`src/rtl/gcd_controller_if.sv`:
```
// gcd_controller_if: groups the controller's requester handshake, datapath
// compare flags and datapath control lines into one bundle.
//   master : requester + datapath side (drives start/in_valid/flags)
//   slave  : the controller (drives ready, loads, selects and status)
//
// Handshake: an operand transfers on a rising clk edge where in_valid and
// in_ready are both high. in_ready depends only on controller state, never on
// in_valid, so the requester may wait for in_ready before raising in_valid.
interface gcd_controller_if #(
   parameter int ITER_W = 16
);
   logic              start;
   logic              in_valid;
   logic              in_ready;
   logic              gt;
   logic              lt;
   logic              eq;
   logic              ldA;
   logic              ldB;
   logic              sel1;
   logic              sel2;
   logic              sel_in;
   logic              busy;
   logic              done;
   logic              err;
   logic [ITER_W-1:0] iter_count;

   modport master (
      output start, in_valid, gt, lt, eq,
      input  in_ready, ldA, ldB, sel1, sel2, sel_in, busy, done, err, iter_count
   );

   modport slave (
      input  start, in_valid, gt, lt, eq,
      output in_ready, ldA, ldB, sel1, sel2, sel_in, busy, done, err, iter_count
   );
endinterface

```
`src/rtl/gcd_controller.sv`:
```
// gcd_controller: control FSM for the 16-bit subtractive GCD datapath.
// Loads operand A then B over a valid/ready handshake, then steers one
// subtraction per clock from the gt/lt/eq flags until A == B, and pulses done.
// Optional feature macro: GCD_CTRL_TIMEOUT_EN adds an iteration watchdog
// (MAX_ITER) with an ERR state and a sticky err flag. Without it, err is 0.
module gcd_controller #(
   parameter int ITER_W = 16
`ifdef GCD_CTRL_TIMEOUT_EN
   ,
   parameter int MAX_ITER = 65535
`endif
) (
   input  logic             clk,
   input  logic             rst,
   gcd_controller_if.slave  ctrl_bus,
   output logic [2:0]       o_dbg_state
);

   localparam logic [2:0] S_IDLE = 3'd0;
   localparam logic [2:0] S_LD_A = 3'd1;
   localparam logic [2:0] S_LD_B = 3'd2;
   localparam logic [2:0] S_CALC = 3'd3;
   localparam logic [2:0] S_DONE = 3'd4;
`ifdef GCD_CTRL_TIMEOUT_EN
   localparam logic [2:0] S_ERR  = 3'd5;
   localparam logic [ITER_W-1:0] W_MAX_ITER = ITER_W'(MAX_ITER);
`endif

   localparam logic [ITER_W-1:0] ITER_SAT = '1;

   logic [2:0]        r_state;
   logic [2:0]        w_next_state;
   logic [ITER_W-1:0] r_iter;
   logic              w_step;
   logic              w_in_ready;
   logic              w_ldA;
   logic              w_ldB;
   logic              w_sel1;
   logic              w_sel2;
   logic              w_sel_in;
   logic              w_done;
   logic              w_start_accept;

   assign w_start_accept = (r_state == S_IDLE) && ctrl_bus.start;

   // Next-state and Mealy control decode; every output defaults to 0.
   always_comb begin
      w_next_state = r_state;
      w_step       = 1'b0;
      w_in_ready   = 1'b0;
      w_ldA        = 1'b0;
      w_ldB        = 1'b0;
      w_sel1       = 1'b0;
      w_sel2       = 1'b0;
      w_sel_in     = 1'b0;
      w_done       = 1'b0;
      case (r_state)
         S_IDLE: begin
            if (ctrl_bus.start) begin
               w_next_state = S_LD_A;
            end
         end
         S_LD_A: begin
            w_in_ready = 1'b1;
            w_sel_in   = 1'b1;
            w_ldA      = ctrl_bus.in_valid;
            if (ctrl_bus.in_valid) begin
               w_next_state = S_LD_B;
            end
         end
         S_LD_B: begin
            w_in_ready = 1'b1;
            w_sel_in   = 1'b1;
            w_ldB      = ctrl_bus.in_valid;
            if (ctrl_bus.in_valid) begin
               w_next_state = S_CALC;
            end
         end
         S_CALC: begin
            if (ctrl_bus.eq) begin
               w_next_state = S_DONE;
            end
`ifdef GCD_CTRL_TIMEOUT_EN
            else if (r_iter == W_MAX_ITER) begin
               // Not converging (e.g. a zero operand): abort without a load.
               w_next_state = S_ERR;
            end
`endif
            else if (ctrl_bus.gt) begin
               w_ldA  = 1'b1;
               w_sel1 = 1'b1;
               w_step = 1'b1;
            end else if (ctrl_bus.lt) begin
               w_ldB  = 1'b1;
               w_sel2 = 1'b1;
               w_step = 1'b1;
            end
         end
         S_DONE: begin
            w_done       = 1'b1;
            w_next_state = S_IDLE;
         end
`ifdef GCD_CTRL_TIMEOUT_EN
         S_ERR: begin
            w_done       = 1'b1;
            w_next_state = S_IDLE;
         end
`endif
         default: begin
            w_next_state = S_IDLE;
         end
      endcase
   end

   // State register and saturating subtraction counter.
   always_ff @(posedge clk) begin
      if (rst) begin
         r_state <= S_IDLE;
         r_iter  <= '0;
      end else begin
         r_state <= w_next_state;
         if (w_start_accept) begin
            r_iter <= '0;
         end else if (w_step && (r_iter != ITER_SAT)) begin
            r_iter <= r_iter + ITER_W'(1);
         end
      end
   end

`ifdef GCD_CTRL_TIMEOUT_EN
   logic r_err;

   // Sticky abort flag: set on entry to ERR, cleared by the next accepted start.
   always_ff @(posedge clk) begin
      if (rst) begin
         r_err <= 1'b0;
      end else if (w_start_accept) begin
         r_err <= 1'b0;
      end else if ((r_state == S_CALC) && (w_next_state == S_ERR)) begin
         r_err <= 1'b1;
      end
   end

   assign ctrl_bus.err = r_err;
`else
   assign ctrl_bus.err = 1'b0;
`endif

   assign ctrl_bus.in_ready   = w_in_ready;
   assign ctrl_bus.ldA        = w_ldA;
   assign ctrl_bus.ldB        = w_ldB;
   assign ctrl_bus.sel1       = w_sel1;
   assign ctrl_bus.sel2       = w_sel2;
   assign ctrl_bus.sel_in     = w_sel_in;
   assign ctrl_bus.busy       = (r_state != S_IDLE);
   assign ctrl_bus.done       = w_done;
   assign ctrl_bus.iter_count = r_iter;
   assign o_dbg_state         = r_state;

endmodule

```
`src/flat_wrapper.sv`:
```
// flat-port wrapper written by rule: the top's interface ports become plain ports
module gcd_controller_flat 
#(
   parameter int ITER_W = 16

)
  (clk, rst, o_dbg_state, ctrl_bus_start, ctrl_bus_in_valid, ctrl_bus_gt, ctrl_bus_lt, ctrl_bus_eq, ctrl_bus_in_ready, ctrl_bus_ldA, ctrl_bus_ldB, ctrl_bus_sel1, ctrl_bus_sel2, ctrl_bus_sel_in, ctrl_bus_busy, ctrl_bus_done, ctrl_bus_err, ctrl_bus_iter_count);
  gcd_controller_if #(.ITER_W(ITER_W)) ctrl_bus_i ();
  input  logic clk;
  input  logic rst;
  output logic [2:0] o_dbg_state;
  input wire logic [$bits(ctrl_bus_i.start)-1:0] ctrl_bus_start;
  input wire logic [$bits(ctrl_bus_i.in_valid)-1:0] ctrl_bus_in_valid;
  input wire logic [$bits(ctrl_bus_i.gt)-1:0] ctrl_bus_gt;
  input wire logic [$bits(ctrl_bus_i.lt)-1:0] ctrl_bus_lt;
  input wire logic [$bits(ctrl_bus_i.eq)-1:0] ctrl_bus_eq;
  output wire logic [$bits(ctrl_bus_i.in_ready)-1:0] ctrl_bus_in_ready;
  output wire logic [$bits(ctrl_bus_i.ldA)-1:0] ctrl_bus_ldA;
  output wire logic [$bits(ctrl_bus_i.ldB)-1:0] ctrl_bus_ldB;
  output wire logic [$bits(ctrl_bus_i.sel1)-1:0] ctrl_bus_sel1;
  output wire logic [$bits(ctrl_bus_i.sel2)-1:0] ctrl_bus_sel2;
  output wire logic [$bits(ctrl_bus_i.sel_in)-1:0] ctrl_bus_sel_in;
  output wire logic [$bits(ctrl_bus_i.busy)-1:0] ctrl_bus_busy;
  output wire logic [$bits(ctrl_bus_i.done)-1:0] ctrl_bus_done;
  output wire logic [$bits(ctrl_bus_i.err)-1:0] ctrl_bus_err;
  output wire logic [$bits(ctrl_bus_i.iter_count)-1:0] ctrl_bus_iter_count;
  assign ctrl_bus_i.start = ctrl_bus_start;
  assign ctrl_bus_i.in_valid = ctrl_bus_in_valid;
  assign ctrl_bus_i.gt = ctrl_bus_gt;
  assign ctrl_bus_i.lt = ctrl_bus_lt;
  assign ctrl_bus_i.eq = ctrl_bus_eq;
  assign ctrl_bus_in_ready = ctrl_bus_i.in_ready;
  assign ctrl_bus_ldA = ctrl_bus_i.ldA;
  assign ctrl_bus_ldB = ctrl_bus_i.ldB;
  assign ctrl_bus_sel1 = ctrl_bus_i.sel1;
  assign ctrl_bus_sel2 = ctrl_bus_i.sel2;
  assign ctrl_bus_sel_in = ctrl_bus_i.sel_in;
  assign ctrl_bus_busy = ctrl_bus_i.busy;
  assign ctrl_bus_done = ctrl_bus_i.done;
  assign ctrl_bus_err = ctrl_bus_i.err;
  assign ctrl_bus_iter_count = ctrl_bus_i.iter_count;
  gcd_controller #(.ITER_W(ITER_W)) u_core (.clk(clk), .rst(rst), .ctrl_bus(ctrl_bus_i), .o_dbg_state(o_dbg_state));
endmodule
```
`config.mk`:
```
export PLATFORM = sky130hd
export DESIGN_NAME = gcd_controller_flat
export DESIGN_NICKNAME = d
export VERILOG_FILES = /design/src/rtl/gcd_controller_if.sv /design/src/rtl/gcd_controller.sv /design/src/flat_wrapper.sv
export SDC_FILE = /design/constraint.sdc
export NUM_CORES = 1
export LEC_CHECK = 0
export CAP_MARGIN = 10
export CORE_ASPECT_RATIO = 2
export CORE_MARGIN = 2
export CORE_UTILIZATION = 31
export DETAILED_ROUTE_END_ITERATION = 10
export MAX_ROUTING_LAYER = met4
export PLACE_DENSITY_LB_ADDON = 0.25
export SYNTH_ARGS = -nofsm -noshare
export SYNTH_HDL_FRONTEND = slang
export SYNTH_SLANG_ARGS = --single-unit
```
`constraint.sdc`:
```
create_clock -name clk -period 6.1 [get_ports clk]
set_input_delay 1.83 -clock clk [delete_from_list [all_inputs] [get_ports clk]]
set_output_delay 1.83 -clock clk [all_outputs]
set_load 0.1 [all_outputs]
```
# After elaboration in Yosys (flattened, before gate mapping)
# Index checks and enable logic that the tools add are counted.
# W data, S select, Z words.
# totals
regBits	19
latchBits	0
mem_bits_rw	0
mem_bits_ro	0
in_bits	7
output_inout_bits	28
word_cells	38
mem_count	0
# classes
add_sub_neg	1
multipliers	0
div_mod_pow	0
magnitude_cmp	0
eq_ne	9
shift	0
muxes	19
bitwise_logic	0
n_reduce_logical	7
# op_table
op	count
$add A16 B1 Y16 const B	1
$ne A16 B16 Y1 const B	1
$mux W1	12
$mux W3	4
$pmux W3 S4	1
$ne A2 B2 Y1 const B	4
$eq A3 B2 Y1 const B	2
$pmux W1 S2	2
$reduce_and A4 Y1	1
$reduce_or A2 Y1	2
$eq A3 B1 Y1 const B	1
$eq A3 B3 Y1 const B	1
$logic_not A3 Y1	1
$reduce_bool A3 Y1	1
$logic_and A1 B1 Y1	2

# Longest topological paths before layout
# depth
depth_word	5
mapped_depth	6
mapped_depth_nobuf	5

# Worst setup path after synthesis
# No wires, ideal clock.
# synth_path
kind	input to output
from	in ctrl_bus_eq
to	out ctrl_bus_ldB
arrival_ns	5.278
required_time_ns	4.270
setup_slack_ns	-1.008
path_stages	4
path_buffers	0
path_cell_list	and4bb_2 and3_1 a21oi_1 nor3b_1
# synth_via
elab_chain_cells	2
# synth_lines
item	line_no	text
start, declared	flat_wrapper.sv:16	input wire logic [$bits(ctrl_bus_i.eq)-1:0] ctrl_bus_eq;
$mux W1	gcd_controller.sv:80	if (ctrl_bus.eq) begin
$pmux W1 S2	gcd_controller.sv:57	case (r_state)
end, declared	flat_wrapper.sv:19	output wire logic [$bits(ctrl_bus_i.ldB)-1:0] ctrl_bus_ldB;
# No other way between the ends.

# Final worst setup path
# Same ends and word-level chain as after synthesis.

==> Implementation_results.wiki <==
{| class="wikitable"
! Metric !! Value
|-
| Run status || complete, no violations
|-
| Layout cell share with drive strength beyond 1 || 8.333%
|-
| Initial Util || 31.66%
|-
| Launch instance of the worst min-delay path || u_core.ctrl_bus.iter_count[5]
|-
| Average routed wire per standard cell || 14.42 um
|-
| Post-synthesis sequential element count || 19
|-
| Sequential cell area || 380.4 um^2
|-
| TritonRoute pass-1 iters || 4
|-
| Dpl hpwl || 2.500 mm
|-
| Final setup TNS || 0 ns
|-
| Vertical die dimension || 89.38 um
|-
| Number of clock sinks seen by CTS || 19
|-
| Total setup buffers inserted after CTS || 0
|-
| Vias per cell || 5.581
|-
| Largest stage delay on the critical path || 0.47 ns
|-
| FP Rows || 31
|-
| Arr. time, crit path || 3.40 ns
|-
| Clock period minus worst slack || 5.232 ns
|-
| Boundary Pins || 35
|-
| Required time at the worst-slack endpoint || 4.27 ns
|-
| Hold Worst Slack || 0.5129 ns
|-
| Antenna Diode Count || 0
|-
| Total number of nets in the final design || 177
|-
| Net count after synthesis || 146
|-
| Final weighted congestion of routability-driven global placement || 0.8250
|-
| Worst min path class || flip-flop to flip-flop
|-
| Number of instances in the synthesized netlist || 138
|-
| Clock buffers created by TritonCTS || 3
|-
| Vias || 1211
|-
| Cells along the critical path || clkdlybuf4s50_1 -> and4bb_2 -> and3_1 -> a21oi_1 -> nor3b_4 -> buf_4
|-
| Number of antenna violations at the first check in global routing || 0
|-
| Main area contributors after synthesis || dfxtp_1 (34%), a21oi_1 (6.2%), nand4_1 (5.5%)
|-
| Overflow left after global routing || 0
|-
| Biggest fanout along the worst timing path || 5
|-
| Worst VDD drop || 0.0001131 V
|-
| Number of failing hold endpoints at the final stage || 0
|-
| Die X || 46.69 um
|-
| Core occupancy in the finished layout || 43.02%
|-
| Library cell contributing the largest single delay on the critical path || clkdlybuf4s50_1
|-
| Distinct cells, synth || 37
|-
| Kind of start point of the critical path || primary input
|-
| First-pass GRT wire length || 5.223 mm
|-
| Cell area after placement || 1486 um^2
|-
| Die Outline Area || 4173 um^2
|-
| H-tree levels || 1
|-
| Crit. Startpoint || ctrl_bus_eq
|-
| CP delay by family, top || buffers and inverters
|-
| PD cells || 192.4 nW/um^2
|-
| Transition time of the tightest slew-check pin || 0.9798 ns
|-
| Antenna-violating nets left || 0
|-
| Source-to-sink clock delay at the later pin of the worst-skew pair || 0.26 ns
|-
| Finish-stage setup viols || 0
|-
| Post-detailed-routing wire length || 3.129 mm
|-
| DRC marker count from the first detailed-route iteration || 24
|-
| Crit path capture type || output pin
|-
| Fill cell count || 387
|-
| Std-Cell Core Area || 3568 um^2
|-
| LEAKAGE || 0.4485 nW
|-
| Final cycle utilization of the critical path || 85.77%
|-
| Register area share after synthesis || 33.67%
|-
| PostCTS Resize Cnt || 0
|-
| Setup repair after global routing missed its margin || no
|-
| Number of max-slew violations in the final report || 0
|-
| Critical path class || primary input to output pin
|-
| Post-Syn Area || 1130 um^2
|-
| Global routing usage summed across all routing layers || 17.25%
|-
| Share of the synthesized area in the top cell type || 33.67%
|-
| Area taken by multi-input logic gates || 705.7 um^2
|-
| Clock tree from TritonCTS || built
|-
| Total Power || 0.2953 mW
|-
| Maximum clock rate || 191.1 MHz
|-
| Area added between synthesis and finish || 35.88%
|-
| Count of hold-fix buffers inserted at cts || 0
|-
| Worst-case headroom to the max-slew limit || 34.48%
|-
| DRC violations left || 0
|-
| Master cell of the clock root buffer || clkbuf_8
|-
| Final non-filler cell area || 1535 um^2
|-
| Worst clock skew || 0.008765 ns
|-
| Top cell type by total area after synthesis || dfxtp_1
|-
| Largest net degree at the start of global routing || 15
|-
| Clock buffer depth || 2
|-
| Vias in the first global route || 1204
|-
| RR Startpoint || u_core.o_dbg_state[1]
|-
| Post-CTS clock slew at the launch and capture registers of the worst setup and hold paths || 0.07 ns
|-
| # Max-Cap Violations || 0
|-
| Avg Synthesized Cell Area || 8.187 um^2
|-
| Crit path buffers/inverters || 2
|-
| Ys Warns || 0
|-
| Quantity of I/O buffers inserted on ports || 33
|}
[tightest hold or removal path: stages (launching register included)]
cell and delay [ns]:
dfxtp_1 0.34, o31ai_1 0.07, a21oi_1 0.06
[metal layers]
metal,GRT usage (%),vias up,part of all wire [%]
met3,2.020,6,3.6
met5,-,-,0
li1,-,594,-
met4,7.576,0,2.3
met2,32.07,33,58
met1,16.81,578,36
[worst paths after layout]
kind | slack (ns) | cells after the start | to
max | 0.87 | 6 | ctrl_bus_ldB
min | 0.51 | 2 | u_core.ctrl_bus.iter_count[5]
max reg2reg | 3.82 | 4 | u_core.ctrl_bus.iter_count[11]
min reg2reg | 0.51 | 2 | u_core.ctrl_bus.iter_count[5]
[through the flow]
step / cells / worst slack [ns]
3_3_place_gp: 213 / 0.8936
3_5_place_dp: 213 / 0.8841
6_report: 217 / 0.8682
4_1_cts: 217 / 0.8717
5_1_grt: 217 / 0.7892
2_1_floorplan: 138 / 0.08861
[final cells by class]
cell class                 instances  area share [%]
clock inverter                     1          0.4890
multi-input combinational        108           45.97
tap                               49           3.993
sequential                        19           24.78
timing repair buffer              34           21.35
clock buffer                       3           2.689
inverter                           3          0.7335
[registers in the layout, summed over array words and instances (netlist names)]
signal and flops:
u_core.ctrl_bus.iter_count 16, u_core.o_dbg_state 3
[power by group]
group	internal, mW	switching [mW]	total (mW)
registers	0.125	0.00431	0.130
logic	0.0192	0.0569	0.0761
clock network	0.0461	0.0436	0.0897
[Yosys cell counts]
library cell,instances
o21bai_1,1
ha_1,1
nand2_1,10
nor4b_1,2
xnor2_1,1
nand4_1,10
nor3_1,3
nand4bb_4,1
a2111oi_0,1
o31ai_1,8
or3_1,6
nor2_1,7
nand3_1,5
and4_1,1
nand2b_1,1
a21oi_1,14
mux2i_1,4
clkbuf_1,2
buf_2,2
nor4_1,3
inv_1,3
o311a_1,1
o211ai_1,1
o21ai_0,5
buf_1,1
or4_1,8
a2bb2oi_1,1
nand3b_1,1
and2_1,1
dfxtp_1,19
o32ai_1,1
conb_1,1
or2_2,2
and3_1,3
buf_4,3
nor3b_1,3
and4bb_2,1
[logic make-up after synthesis]
logic type               synth area share [%]
AND/OR/NAND/NOR                         37.43
AO/OA/AOI/OAI                           18.27
XOR/XNOR                               0.7753
multiplexers                            3.544
other                                  0.3319
flip-flops                              33.67
buffers and inverters                   4.872
adder cells (fa/ha/maj)                 1.107
[cells in the final DEF, fill, tap and decap left out, types with 5 or more instances in the layout]
master           netlist  layout
a21oi_1               14      14
buf_4                  3       5
clkdlybuf4s50_1        0      29
dfxtp_1               19      19
nand2_1               10      10
nand3_1                5       5
nand4_1               10      10
nor2_1                 7       7
o21ai_0                5       5
o31ai_1                8       8
or3_1                  6       6
or4_1                  8       8
No activity file was read; power rests on OpenSTA's default activity.
